## src/rtl/mau_collect_pkg.sv

```systemverilog
// Shared types for the MAU result collector: FSM states, bus widths and the
// FIFO beat record.
package mau_collect_pkg;

    typedef enum logic [1:0] {
        IDLE,
        WAIT_IDLE,
        READ,
        DRAIN
    } state_t;

    localparam int MAU_BUS_W  = 16;
    localparam int BEAT_CNT_W = 5;

    typedef struct packed {
        logic                 last;
        logic [MAU_BUS_W-1:0] dbi;
        logic [MAU_BUS_W-1:0] dbs;
    } result_beat_t;

    // A request of zero beats means a full sixteen-beat drain.
    function automatic logic [BEAT_CNT_W-1:0] beats_decode(input logic [3:0] req);
        return (req == 4'd0) ? BEAT_CNT_W'(16) : {1'b0, req};
    endfunction

endpackage

```

## src/rtl/result_fifo.sv

```systemverilog
// Synchronous FIFO of result beats with occupancy count and a flush that
// empties it in one cycle.
module result_fifo
    import mau_collect_pkg::*;
#(
    parameter int DEPTH = 8
) (
    input  logic                   clk,
    input  logic                   reset,
    input  logic                   flush_i,
    input  logic                   push_i,
    input  result_beat_t           push_data_i,
    input  logic                   pop_i,
    output result_beat_t           head_o,
    output logic                   valid_o,
    output logic [$clog2(DEPTH):0] count_o
);

    localparam int AW = $clog2(DEPTH);
    localparam int CW = AW + 1;

    result_beat_t  mem_q [DEPTH];
    logic [AW-1:0] wr_ptr_q, rd_ptr_q;
    logic [CW-1:0] count_q;
    logic          do_pop, full;

    assign full    = (count_q == CW'(DEPTH));
    assign valid_o = (count_q != '0);
    assign do_pop  = pop_i && valid_o;
    assign head_o  = mem_q[rd_ptr_q];
    assign count_o = count_q;

    always_ff @(posedge clk or negedge reset) begin
        if (!reset) begin
            wr_ptr_q <= '0;
            rd_ptr_q <= '0;
            count_q  <= '0;
        end else if (flush_i) begin
            wr_ptr_q <= '0;
            rd_ptr_q <= '0;
            count_q  <= '0;
        end else begin
            if (push_i) wr_ptr_q <= wr_ptr_q + AW'(1);
            if (do_pop) rd_ptr_q <= rd_ptr_q + AW'(1);
            case ({push_i, do_pop})
                2'b10:   count_q <= count_q + CW'(1);
                2'b01:   count_q <= count_q - CW'(1);
                default: ;
            endcase
        end
    end

    always_ff @(posedge clk) begin
        if (push_i && !flush_i) mem_q[wr_ptr_q] <= push_data_i;
    end

    // Credit accounting upstream must make an overflowing push impossible.
    assert property (@(posedge clk) disable iff (!reset)
        !(push_i && !flush_i && full && !do_pop));

endmodule

```

## src/rtl/mau_result_collector.sv

```systemverilog
// Drain stage for the MAU array: issues credited read strobes, captures both
// result buses after the read latency and streams them out as 32-bit beats.
module mau_result_collector
    import mau_collect_pkg::*;
#(
    parameter int DEPTH      = 8,
    parameter int RD_LATENCY = 1
) (
    input  logic                   clk,
    input  logic                   reset,
    input  logic                   collect,
    input  logic [3:0]             collect_beats,
    output logic                   collect_ready,
    input  logic                   abort,
    input  logic                   mau_any_busy,
    output logic                   read_output,
    output logic                   bus_owned,
    input  logic [MAU_BUS_W-1:0]   dbs_in,
    input  logic [MAU_BUS_W-1:0]   dbi_in,
    output logic                   res_valid,
    input  logic                   res_ready,
    output logic [2*MAU_BUS_W-1:0] res_data,
    output logic                   res_last,
    output logic                   done
);

    localparam int CNT_W = $clog2(DEPTH) + 1;

    state_t                state_q, state_d;
    logic [BEAT_CNT_W-1:0] beats_left_q, beats_left_d;
    logic [BEAT_CNT_W-1:0] inflight_q, inflight_d;
    logic [CNT_W-1:0]      fifo_count;
    logic                  credit_ok, pulse_last;
    logic                  cap_vld, cap_last;
    logic                  push, pop;
    result_beat_t          push_beat, head_beat;

    // Entries already stored plus reads still in flight must leave room.
    assign credit_ok   = (6'(fifo_count) + 6'(inflight_q)) < 6'(DEPTH);
    assign pulse_last  = (beats_left_q == BEAT_CNT_W'(1));
    assign read_output = (state_q == READ) && (beats_left_q != '0) && credit_ok
                         && !mau_any_busy && !abort;

    assign collect_ready = (state_q == IDLE);
    assign bus_owned     = (state_q == READ) || (state_q == DRAIN);

    // With a latency of one the bus is captured on the strobe's own edge.
    if (RD_LATENCY == 1) begin : g_cap_direct
        assign cap_vld  = read_output;
        assign cap_last = pulse_last;
    end else begin : g_cap_pipe
        logic [RD_LATENCY-2:0] vld_q, last_q;

        always_ff @(posedge clk or negedge reset) begin
            if (!reset) begin
                vld_q  <= '0;
                last_q <= '0;
            end else if (abort) begin
                vld_q  <= '0;
                last_q <= '0;
            end else begin
                vld_q[0]  <= read_output;
                last_q[0] <= pulse_last;
                for (int i = 1; i < RD_LATENCY - 1; i++) begin
                    vld_q[i]  <= vld_q[i-1];
                    last_q[i] <= last_q[i-1];
                end
            end
        end

        assign cap_vld  = vld_q[RD_LATENCY-2];
        assign cap_last = last_q[RD_LATENCY-2];
    end

    assign push      = cap_vld && !abort;
    assign pop       = res_valid && res_ready;
    assign done      = push && cap_last;
    assign push_beat = '{last: cap_last, dbi: dbi_in, dbs: dbs_in};

    always_comb begin
        state_d      = state_q;
        beats_left_d = beats_left_q;
        inflight_d   = inflight_q;

        if (read_output) inflight_d = inflight_d + BEAT_CNT_W'(1);
        if (cap_vld)     inflight_d = inflight_d - BEAT_CNT_W'(1);

        case (state_q)
            IDLE: begin
                if (collect) begin
                    beats_left_d = beats_decode(collect_beats);
                    state_d      = WAIT_IDLE;
                end
            end
            WAIT_IDLE: begin
                if (!mau_any_busy) state_d = READ;
            end
            READ: begin
                if (read_output) begin
                    beats_left_d = beats_left_q - BEAT_CNT_W'(1);
                    if (pulse_last) state_d = DRAIN;
                end
            end
            DRAIN: begin
                if (inflight_d == '0) state_d = IDLE;
            end
            default: state_d = IDLE;
        endcase

        if (abort) begin
            state_d      = IDLE;
            beats_left_d = '0;
            inflight_d   = '0;
        end
    end

    always_ff @(posedge clk or negedge reset) begin
        if (!reset) begin
            state_q      <= IDLE;
            beats_left_q <= '0;
            inflight_q   <= '0;
        end else begin
            state_q      <= state_d;
            beats_left_q <= beats_left_d;
            inflight_q   <= inflight_d;
        end
    end

    result_fifo #(
        .DEPTH (DEPTH)
    ) u_fifo (
        .clk         (clk),
        .reset       (reset),
        .flush_i     (abort),
        .push_i      (push),
        .push_data_i (push_beat),
        .pop_i       (pop),
        .head_o      (head_beat),
        .valid_o     (res_valid),
        .count_o     (fifo_count)
    );

    // The head slot may hold stale data when empty, so outputs are gated.
    assign res_data = res_valid ? {head_beat.dbi, head_beat.dbs} : '0;
    assign res_last = res_valid && head_beat.last;

endmodule
```

## config.mk

```make
export PLATFORM = sky130hd
export DESIGN_NAME = mau_result_collector
export DESIGN_NICKNAME = d
export VERILOG_FILES = /design/src/rtl/mau_collect_pkg.sv /design/src/rtl/result_fifo.sv /design/src/rtl/mau_result_collector.sv
export SDC_FILE = /design/constraint.sdc
export NUM_CORES = 1
export LEC_CHECK = 0
export CORE_MARGIN = 4
export CORE_UTILIZATION = 45
export CTS_CLUSTER_SIZE = 25
export DETAILED_ROUTE_END_ITERATION = 8
export PLACE_DENSITY_LB_ADDON = 0.1
export SLEW_MARGIN = 20
export SYNTH_ARGS = -nofsm -noshare
export SYNTH_HDL_FRONTEND = slang
export SYNTH_SLANG_ARGS = --single-unit
```

## constraint.sdc

```tcl
create_clock -name clk -period 7.75 [get_ports clk]
set_input_delay 1.55 -clock clk [delete_from_list [all_inputs] [get_ports clk]]
set_output_delay 1.55 -clock clk [all_outputs]
set_load 0.05 [all_outputs]
```

Yosys cells after proc, flatten, opt, wreduce, memory -nomap -nowiden

Memory sizes are Yosys's and may differ from the RTL's.
Index checks and enable logic that the tools add are counted.

Flip-flop bits (word level): 22
Input bits: 42
Memory bits (writable): 264
Memories: 1

Memories:

| memory       | depth | bits a word | rd ports | clocked after memory_dff | wr ports | RTL line          | text |
|---|---|---|---|---|---|---|---|
| u_fifo.mem_q | 8     | 33          | 1        | 0                        | 1        | result_fifo.sv:22 | `result_beat_t mem_q [DEPTH];` |

Magnitude comparators: 1
Add/subtract/negate cells: 8
Reductions and logical operators: 24
Equality and inequality tests: 11
Mux-type cells: 24

Operator list:

| operator                                                    | count |
|---|---|
| two-way mux 5 bit                                           | 7 |
| two-way mux 32 bit                                          | 1 |
| two-way mux 2 bit                                           | 6 |
| two-way mux 3 bit                                           | 4 |
| logical AND 1 bit                                           | 10 |
| one-hot mux 5 bit (2 select lines)                          | 1 |
| subtractor 5 x 1 -> 5 bit (second input constant)           | 2 |
| != test 3 bit (second input constant)                       | 3 |
| one-hot mux 2 bit (4 select lines)                          | 1 |
| one-hot mux 4 bit (2 select lines)                          | 1 |
| adder 3 x 1 -> 3 bit (second input constant)                | 2 |
| adder 4 x 5 -> 6 bit                                        | 1 |
| == test 2 bit (second input constant)                       | 3 |
| less-than comparator 6 x 4 -> 1 bit (second input constant) | 1 |
| != test 3 x 2 -> 1 bit (second input constant)              | 2 |
| nonzero test 3 bit                                          | 2 |
| adder 5 x 1 -> 5 bit (second input constant)                | 1 |
| == test 5 x 1 -> 1 bit (second input constant)              | 1 |
| zero test 5 bit                                             | 1 |
| AND reduction 5 bit                                         | 1 |
| nonzero test 5 bit                                          | 1 |
| adder 4 x 1 -> 4 bit (second input constant)                | 1 |
| == test 2 x 1 -> 1 bit (second input constant)              | 2 |
| zero test 4 bit                                             | 1 |
| other kinds (9)                                             | 12 |

Depth between registers and ports, before layout

Depth in word-level cells: 12
Depth in mapped cells: 15

Hierarchy

From an unflattened synthesis, not the netlist that was laid out.

Cell total of the unflattened synthesis: 634
Area, all modules: 12,006.5 um2

By module, submodules not included:

| module               | times used | cells each | seq. area each (um2) | area an instance (um2) |
|---|---|---|---|---|
| result_fifo          | 1          | 454        | 8,177.8              | 10,581.4 |
| mau_result_collector | 1          | 180        | 300.3                | 1,425.1 |

Worst setup path before layout

OpenSTA, ideal clock, no wires.

Path type: input-to-reg
Start: input port mau_any_busy
End: memory u_fifo.mem_q[4][0] (netlist bit) (enable)
Buffers on the path: 1
Data arrival time: 6,123 ps
Library setup time: 518 ps
Stages on the path: 5
Slack: 1,110 ps
Cells stage by stage: or4b_1 nor4_2 buf_4 nand3_1 nor4b_1

Word-level cells in the longest chain between the ends: 7

RTL lines:

| element                                 | RTL line                   | text |
|---|---|---|
| start, declared                         | mau_result_collector.sv:15 | `input logic mau_any_busy,` |
| zero test 1 bit                         | n/a                        |  |
| logical AND 1 bit (2 in series)         | mau_result_collector.sv:42 | `&& !mau_any_busy && !abort;` |
| logical AND 1 bit                       | mau_result_collector.sv:75 | `assign push = cap_vld && !abort;` |
| logical AND 1 bit                       | result_fifo.sv:54          | `if (push_i && !flush_i) mem_q[wr_ptr_q] <= push_data_i;` |
| two-way mux 1 bit                       | result_fifo.sv:54          |  |
| two-way mux 1 bit (not written as such) | result_fifo.sv:54          |  |
| end, declared                           | result_fifo.sv:22          |  |

No other way between the ends.

Final worst setup path

Start: input port abort
End: output port read_output

Word-level cells in the longest chain between the ends: 2

RTL lines:

| element           | RTL line                   | text |
|---|---|---|
| start, declared   | mau_result_collector.sv:14 | `input logic abort,` |
| zero test 1 bit   | mau_result_collector.sv:42 |  |
| logical AND 1 bit | mau_result_collector.sv:42 |  |
| end, declared     | mau_result_collector.sv:16 | `output logic read_output,` |

No other way between the ends.

==> key figures <==
Run status
  – Result of the run: complete, no violations

Setup path
  – Signal arrival time at the worst endpoint: roughly 4.2 ns
  – Depth of the most critical reg-to-reg path: 8
  – Crit Path Max Fanout: 22
  – Worst path slowest cell: sky130_fd_sc_hd__clkdlybuf4s50_1
  – Flop2flop setup slack: roughly 3.8 ns
  – Worst stage delay on the critical path: slightly above 0.8 ns
  – Worst reg2reg endpoint: u_fifo.mem_q[5][5]$_DFFE_PP_
  – Type of origin of the critical path: primary input
  – Family with the most delay on the worst path: buffers and inverters
  – CP Class: in -> out
  – Buffering stage count on the worst path with inverters included: 4
  – Beginning of the worst register-to-register path: u_fifo.count_o[1]$_DFFE_PN0P_
  – CP cell instances: clkdlybuf4s50_1, inv_1, nand3_1, inv_1, clkdlybuf4s50_1
  – Critical Path RT: around 6.2 ns
  – Kind of end point of the critical path: primary output

Min path
  – Worst hold start: beats_left_q[1]$_DFFE_PN0P_
  – Path class of the lowest-slack min-delay path: reg -> reg
  – Number of instances on the worst hold path: 2
  – WHS Endpoint: beats_left_q[1]$_DFFE_PN0P_

Logic synthesis
  – Post-Synth XOR/XNOR Area: less than 1%
  – Flops & latches, synth: around 290
  – Synthesized cell area: between 10000 and 15000 um2
  – Synthesized-area fraction occupied by adder cells: under 10%
  – Net Count, Synth: between 600 and 700
  – Simple-gate share of the synthesized area: 4.55%
  – Warnings, synthesis: 0
  – Share of the synthesized area in compound gates (AO/OA/AOI/OAI): 1.64%
  – Mean Syn Cell Area: a little under 20 um2
  – Number of distinct library cells after synthesis: just under 50
  – Cell count after synthesis: 593
  – Dominant combinational cell family by area after synthesis: multiplexers
  – Portion of netlist area occupied by mux cells: approximately 16%
  – Seq/Total Area, Yosys: 73.4%

Placement
  – Half-perimeter wire length after placement: 12.9 mm
  – Post-place setup slack: 2.02 ns
  – Routability cong.: roughly 0.80
  – Instance area after placement: ~13000 um2
  – Buffers on Ports: between 70 and 80

STA
  – Finish-stage setup viols: 0
  – Final Max Tran Viols: 0
  – RSZ-0062 raised after global routing: no
  – Setup TNS: 0 ns
  – Final Skew: about 0.018 ns
  – Tcrit/Tclk final: between 70% and 80%
  – Clock period minus worst slack: roughly 5.7 ns
  – Maximum operating frequency: 0.175 GHz
  – Final setup slack of the worst path: between 2 and 2.5 ns
  – Slew margin rel.: roughly 30%
  – Final-report hold violation count: 0
  – Transition time at the pin with the least slew margin: approximately 1.0 ns

Floorplan
  – Die width: between 150 and 200 um
  – Initial Util: between 40% and 50%
  – Area of the core region: roughly 25000 um2
  – Placement row count: 58
  – Die Area: 28300 um2
  – I/O pins: 80
  – Vertical die dimension: approximately 170 um

Clock tree
  – Clock net sink count: around 290
  – Clock latency reported for the late side of the worst-skew pair: 0.54 ns
  – Cts hold-fix bufs: 0
  – Clock Pin Slew Worst Setup and Hold Paths: approximately 0.05 ns
  – H-Tree Level Count: 1
  – CTS tree: done
  – Clock tree root buffer cell: sky130_fd_sc_hd__clkbuf_16
  – Clock buffer count from CTS: 30
  – Post-cts sizing count: 0
  – Buffer levels on the longest clock path: 3
  – Post-CTS Setup Inserts: 0

Layout
  – Ratio of cells with drive above 1 in the final layout: 20.0%
  – Post-layout net count: approximately 750
  – Area Overhead vs Synth: 19.8%
  – Number of diodes added for antenna fixing: 0
  – Final instance area: around 14000 um2

Route
  – Total Routed Length: about 23 mm
  – Total DRC errors in the routed layout: 0
  – Routed length per placed instance: approximately 22 um
  – Drt initial violations: roughly 430
  – Via count of the routed design: around 5800
  – Number of routed nets with antenna violations: 0
  – Pre-Repair DR Iteration Count: 6
  – Number of vias per cell: about 5.5

GRT
  – Met2 capacity usage during global routing: 27.3%
  – Met1 GRT Util: 22.4%
  – Number of global-route vias before repair: roughly 6200
  – Maximum number of pins on one net before global-route repair: 69
  – GR Util met3: around 2.8%
  – Antenna violations before repair: 1
  – Global route total overflow: 0
  – Total routing resource utilization after global routing: approximately 16%
  – Global-route wire length before repair: 35.6 mm
  – Peak-usage layer in the global routing report: met2

Pwr
  – Power per cell area: 336 nW/um2
  – Leakage: 0.00444 uW
  – Worst supply voltage drop on vdd: between 0.2 and 0.25 mV

Run
  – Number of maximum-capacitance violations: 0
==> synth_stat cells, drive strengths merged <==
cell	count	area share (%)
nand4	3	0.16
or4b	1	0.087
xnor2	5	0.38
mux4	66	13
clkbuf	21	0.68
nor2b	6	0.32
a211oi	4	0.30
o31a	1	0.076
o21ai	5	0.22
a31oi	1	0.054
dfrtp	22	4.8
o22ai	1	0.054
buf	9	0.37
or2	2	0.11
inv	11	0.36
a221o	1	0.087
nand3b	1	0.065
a21boi	1	0.065
a22oi	2	0.13
mux2i	38	3.3
nor3	4	0.17
or4	1	0.065
and3	2	0.11
nand2b	1	0.054
mux2	1	0.097
a211o	1	0.076
xor2	8	0.61
nand3	6	0.30
fa	1	0.17
or3	1	0.054
nor2	49	1.6
a21o	1	0.065
and4	1	0.076
and2	1	0.054
a32oi	1	0.076
nor4	4	0.32
edfxtp	264	69
nor3b	4	0.26
nand2	11	0.36
a21oi	10	0.43
ha	15	1.6
nor4b	5	0.38
==> worst min-delay path, stage by stage (launching register included) <==
cell and delay [ns]:
sky130_fd_sc_hd__dfrtp_1 0.40, sky130_fd_sc_hd__nand2_1 0.07, sky130_fd_sc_hd__a21oi_1 0.06
==> cell usage in the layout, fill, tap and decap left out, drive strengths merged, types with 6 or more instances in the layout <==
master,netlist,routed
clkbuf,21,37
mux2i,38,38
a21oi,10,10
dfrtp,22,22
nand2,11,11
ha,15,15
clkinv,0,13
mux4,66,66
nor2,49,49
nor2b,6,6
edfxtp,264,264
inv,11,12
clkdlybuf4s50,0,78
buf,9,17
xor2,8,8
nand3,6,6
==> flip-flops by register name, summed over array words and instances, names as in the netlist <==
register and flops:
u_fifo.mem_q 264, beats_left_q 5, inflight_q 5, u_fifo.count_o 4
u_fifo.rd_ptr_q 3, u_fifo.wr_ptr_q 3, state_q 2
==> per-stage QoR <==
step | std cells | utilization, % | hold WS (ns) | total power, uW
2_1_floorplan | 593 | - | 0.521 | 2810
3_3_place_gp | 988 | 50.8 | 0.547 | 3250
3_5_place_dp | 988 | 50.8 | 0.560 | 3260
4_1_cts | 1044 | 54.8 | 0.568 | 4720
5_1_grt | 1044 | 54.8 | 0.604 | 4870
6_report | 1044 | 54.8 | 0.571 | 4650
==> cell families after synthesis <==
kind of cell	after synthesis
flops	286
mux	105
simple gates	103
buf+inv	41
compound gates	29
fa+ha+maj	16
xor+xnor	13
==> worst max path at each step <==
stage	start	endpoint	slack (ns)	depth (start not counted)
floorplan	mau_any_busy	u_fifo.mem_q[4][0]$_DFFE_PP_	1.11	5
global placement	abort	done	2.06	5
detailed placement	abort	read_output	2.02	5
CTS	abort	read_output	2.01	5
global route	abort	done	1.78	5
finish	abort	read_output	2.03	5
==> metal layers <==
metal / routed length (um) / vias up
li1: - / 2579
met1: 9580 / 3009
met2: 11700 / 146
met3: 1190 / 25
met4: 311 / 2
met5: 12 / -
==> area by class of cell <==
| type | instances | area [um2] |
|---|---|---|
| tap | 330 | 413 |
| multi-input combinational | 266 | 2980 |
| timing repair buffer | 95 | 918 |
| inverter | 11 | 41.3 |
| fill | 1947 | 11400 |
| sequential | 286 | 8480 |
| clock inverter | 19 | 214 |
| clock buffer | 37 | 798 |
==> power breakdown <==
part | switching (uW) | internal [uW] | total [uW]
combinational | 836 | 550 | 1390
clock | 554 | 893 | 1450
sequential | 94.2 | 1720 | 1820
total | 1480 | 3170 | 4650
(Power assumes the default switching activity.)
==> RTL change (same flow settings) <==
`DEPTH` is set to 8 in 2 places; all go to 16.
--- a/src/rtl/result_fifo.sv
+++ b/src/rtl/result_fifo.sv
@@ -4,5 +4,5 @@
     import mau_collect_pkg::*;
 #(
-    parameter int DEPTH = 8
+    parameter int DEPTH = 16
 ) (
     input  logic                   clk,
--- a/src/rtl/mau_result_collector.sv
+++ b/src/rtl/mau_result_collector.sv
@@ -4,5 +4,5 @@
     import mau_collect_pkg::*;
 #(
-    parameter int DEPTH      = 8,
+    parameter int DEPTH      = 16,
     parameter int RD_LATENCY = 1
 ) (
Function: same outputs for any inputs over 4 cycles, from zero or initial values and one cycle with reset low; that may be too few to reach the edited logic, so the function may still have changed.
==> RTL change against the original RTL <==
- setup slack worse by 0.13 ns
- power increased by 66%
- sequential cell count increased by 267
- via count is 76% higher
- global-route usage up 1.9 points
- synthesized cell count rose by 69%
- area after synthesis up 91%
- sequential share of layout area up 3.8 points
- design area grew 83%
- register-to-register slack got worse by 0.64 ns
- routed wire length grew 110%
- non-clock buffer count is 7 higher
==> RTL change: results (changes against the original RTL) <==
- Signal buf overhead: 3.95% (was 6.63%)
- Largest net degree at the start of global routing: 86 (was 69)
- Grt met3 use: 3.14% (was 2.77%)
- DPL Wire Length: 24200 µm (was 12900 µm)
- P_leak: 7.92 nW (was 4.44 nW)
- Fillers: 3748 (was 1947)
- Max reg flops: 528 (was 264)
- Vias in the first global route: 10755 (was 6236)
- Multi-input gate count: 382 (was 266)
- WL met2: 23600 µm (was 11700 µm)
- CP max FO: 10 (was 22)
- Met1 wire length: 20500 µm (was 9580 µm)
- Area occupied by registers: 16500 µm² (was 8480 µm²)
- # nets final: 1174 (was 748)
- Initial DRC Count: 853 (was 425)
- Clock buffer cells: 68 (was 37)
- CTS buffer count: 56 (was 30)
- Final clock-cell share: 6.89% (was 7.31%)
- Antenna violations before repair: 3 (was 1)
- Via-to-Cell Ratio: 5.74 (was 5.52)
- Met1 Use GR: 25.5% (was 22.4%)
- Synth cell count leaders: edfxtp_1 (528), mux4_2 (165), and2_1 (42) (was edfxtp_1 (264), mux4_2 (66), nor2_1 (49))
- Worst-Skew Late Latency: 0.60 ns (was 0.54 ns)
- Utilization after layout: 52.8% (was 54.8%)
- Seq group: 3.42 mW (was 1.82 mW)
- Footprint of the multi-input gates: 5300 µm² (was 2980 µm²)
- Met2 Resource Use GR: 29.9% (was 27.3%)
- Synthesized area per cell: 22.0 µm² (was 19.5 µm²)
- Overall routing resource usage: 18.0% (was 16.1%)
- Signal buffers: 102 (was 95)
- Syn Nets: 1065 (was 651)
- First-pass DRT Iterations: 5 (was 6)
- Fraction of registers with async set/reset: 4.52% (was 7.69%)
- Post-detailed-route wirelength per cell: 26.6 µm (was 21.8 µm)
- VDD IR max: 0.225 mV (was 0.244 mV)
- Outcome: finished, final reports clean (unchanged)
- H-Tree Depth: 2 (was 1)
- RR Startpoint: state_q[0] (was u_fifo.count_o[1])
- Flop and latch count out of synthesis: 553 (was 286)
- Placed Area: 23600 µm² (was 12800 µm²)
- CP Launch Point: mau_any_busy (was abort)
- Worst EP arrival: 4.30 ns (was 4.17 ns)
- WL met3: 1920 µm (was 1190 µm)
- Inverter count: 14 (was 11)
- Final Skew: 0.0115 ns (was 0.0185 ns)
- First-pass GRT wire length: 70600 µm (was 35600 µm)
- Internal: 5.56 mW (was 3.17 mW)
- Post-synth cell types: 54 (was 49)
- Hold_ws: 0.545 ns (was 0.571 ns)
- Worst-margin pin slew: 0.943 ns (was 1.05 ns)
- Share of cells above drive strength 1: 25.4% (was 20.0%)
- Post-synth EDFFs: 528 (was 264)
- GP Congestion: 0.732 (was 0.802)
- Top area cells in the synthesized netlist: edfxtp_1 (72%), mux4_2 (17%), dfrtp_1 (2.8%), ha_1 (1.3%), and2_1 (1.2%) (was edfxtp_1 (69%), mux4_2 (13%), dfrtp_1 (4.8%), mux2i_1 (3.3%), ha_1 (1.6%))
- Seq/Total Area, Yosys: 74.9% (was 73.4%)
[RTL change: cell types whose count changed after synthesis, sizes merged, moves of 5 or more]
| cell | delta |
|---|---|
| o31ai | +5 |
| nor2 | -22 |
| ha | +7 |
| nand2b | +5 |
| xnor2 | +8 |
| buf | +9 |
| edfxtp | +264 |
| mux2i | -31 |
| mux4 | +99 |
| clkbuf | +12 |
| and2 | +41 |
[RTL change: kinds of logic after synthesis]
family / share of synthesized area (%)
AOI/OAI and AO/OA: 1.35
xor gates and xnor gates: 0.750
adders and majority gates: 1.34
buffers and inverters: 1.18
DFF: 74.9
muxes: 17.4
and+or+nand+nor: 3.15
[RTL change: critical path, stage by stage]
cell and delay, ns:
clkdlybuf4s50_1 0.43, or4b_1 0.47, a211o_1 0.38, or3_1 0.41
clkinv_1 0.21, clkdlybuf4s50_1 0.85
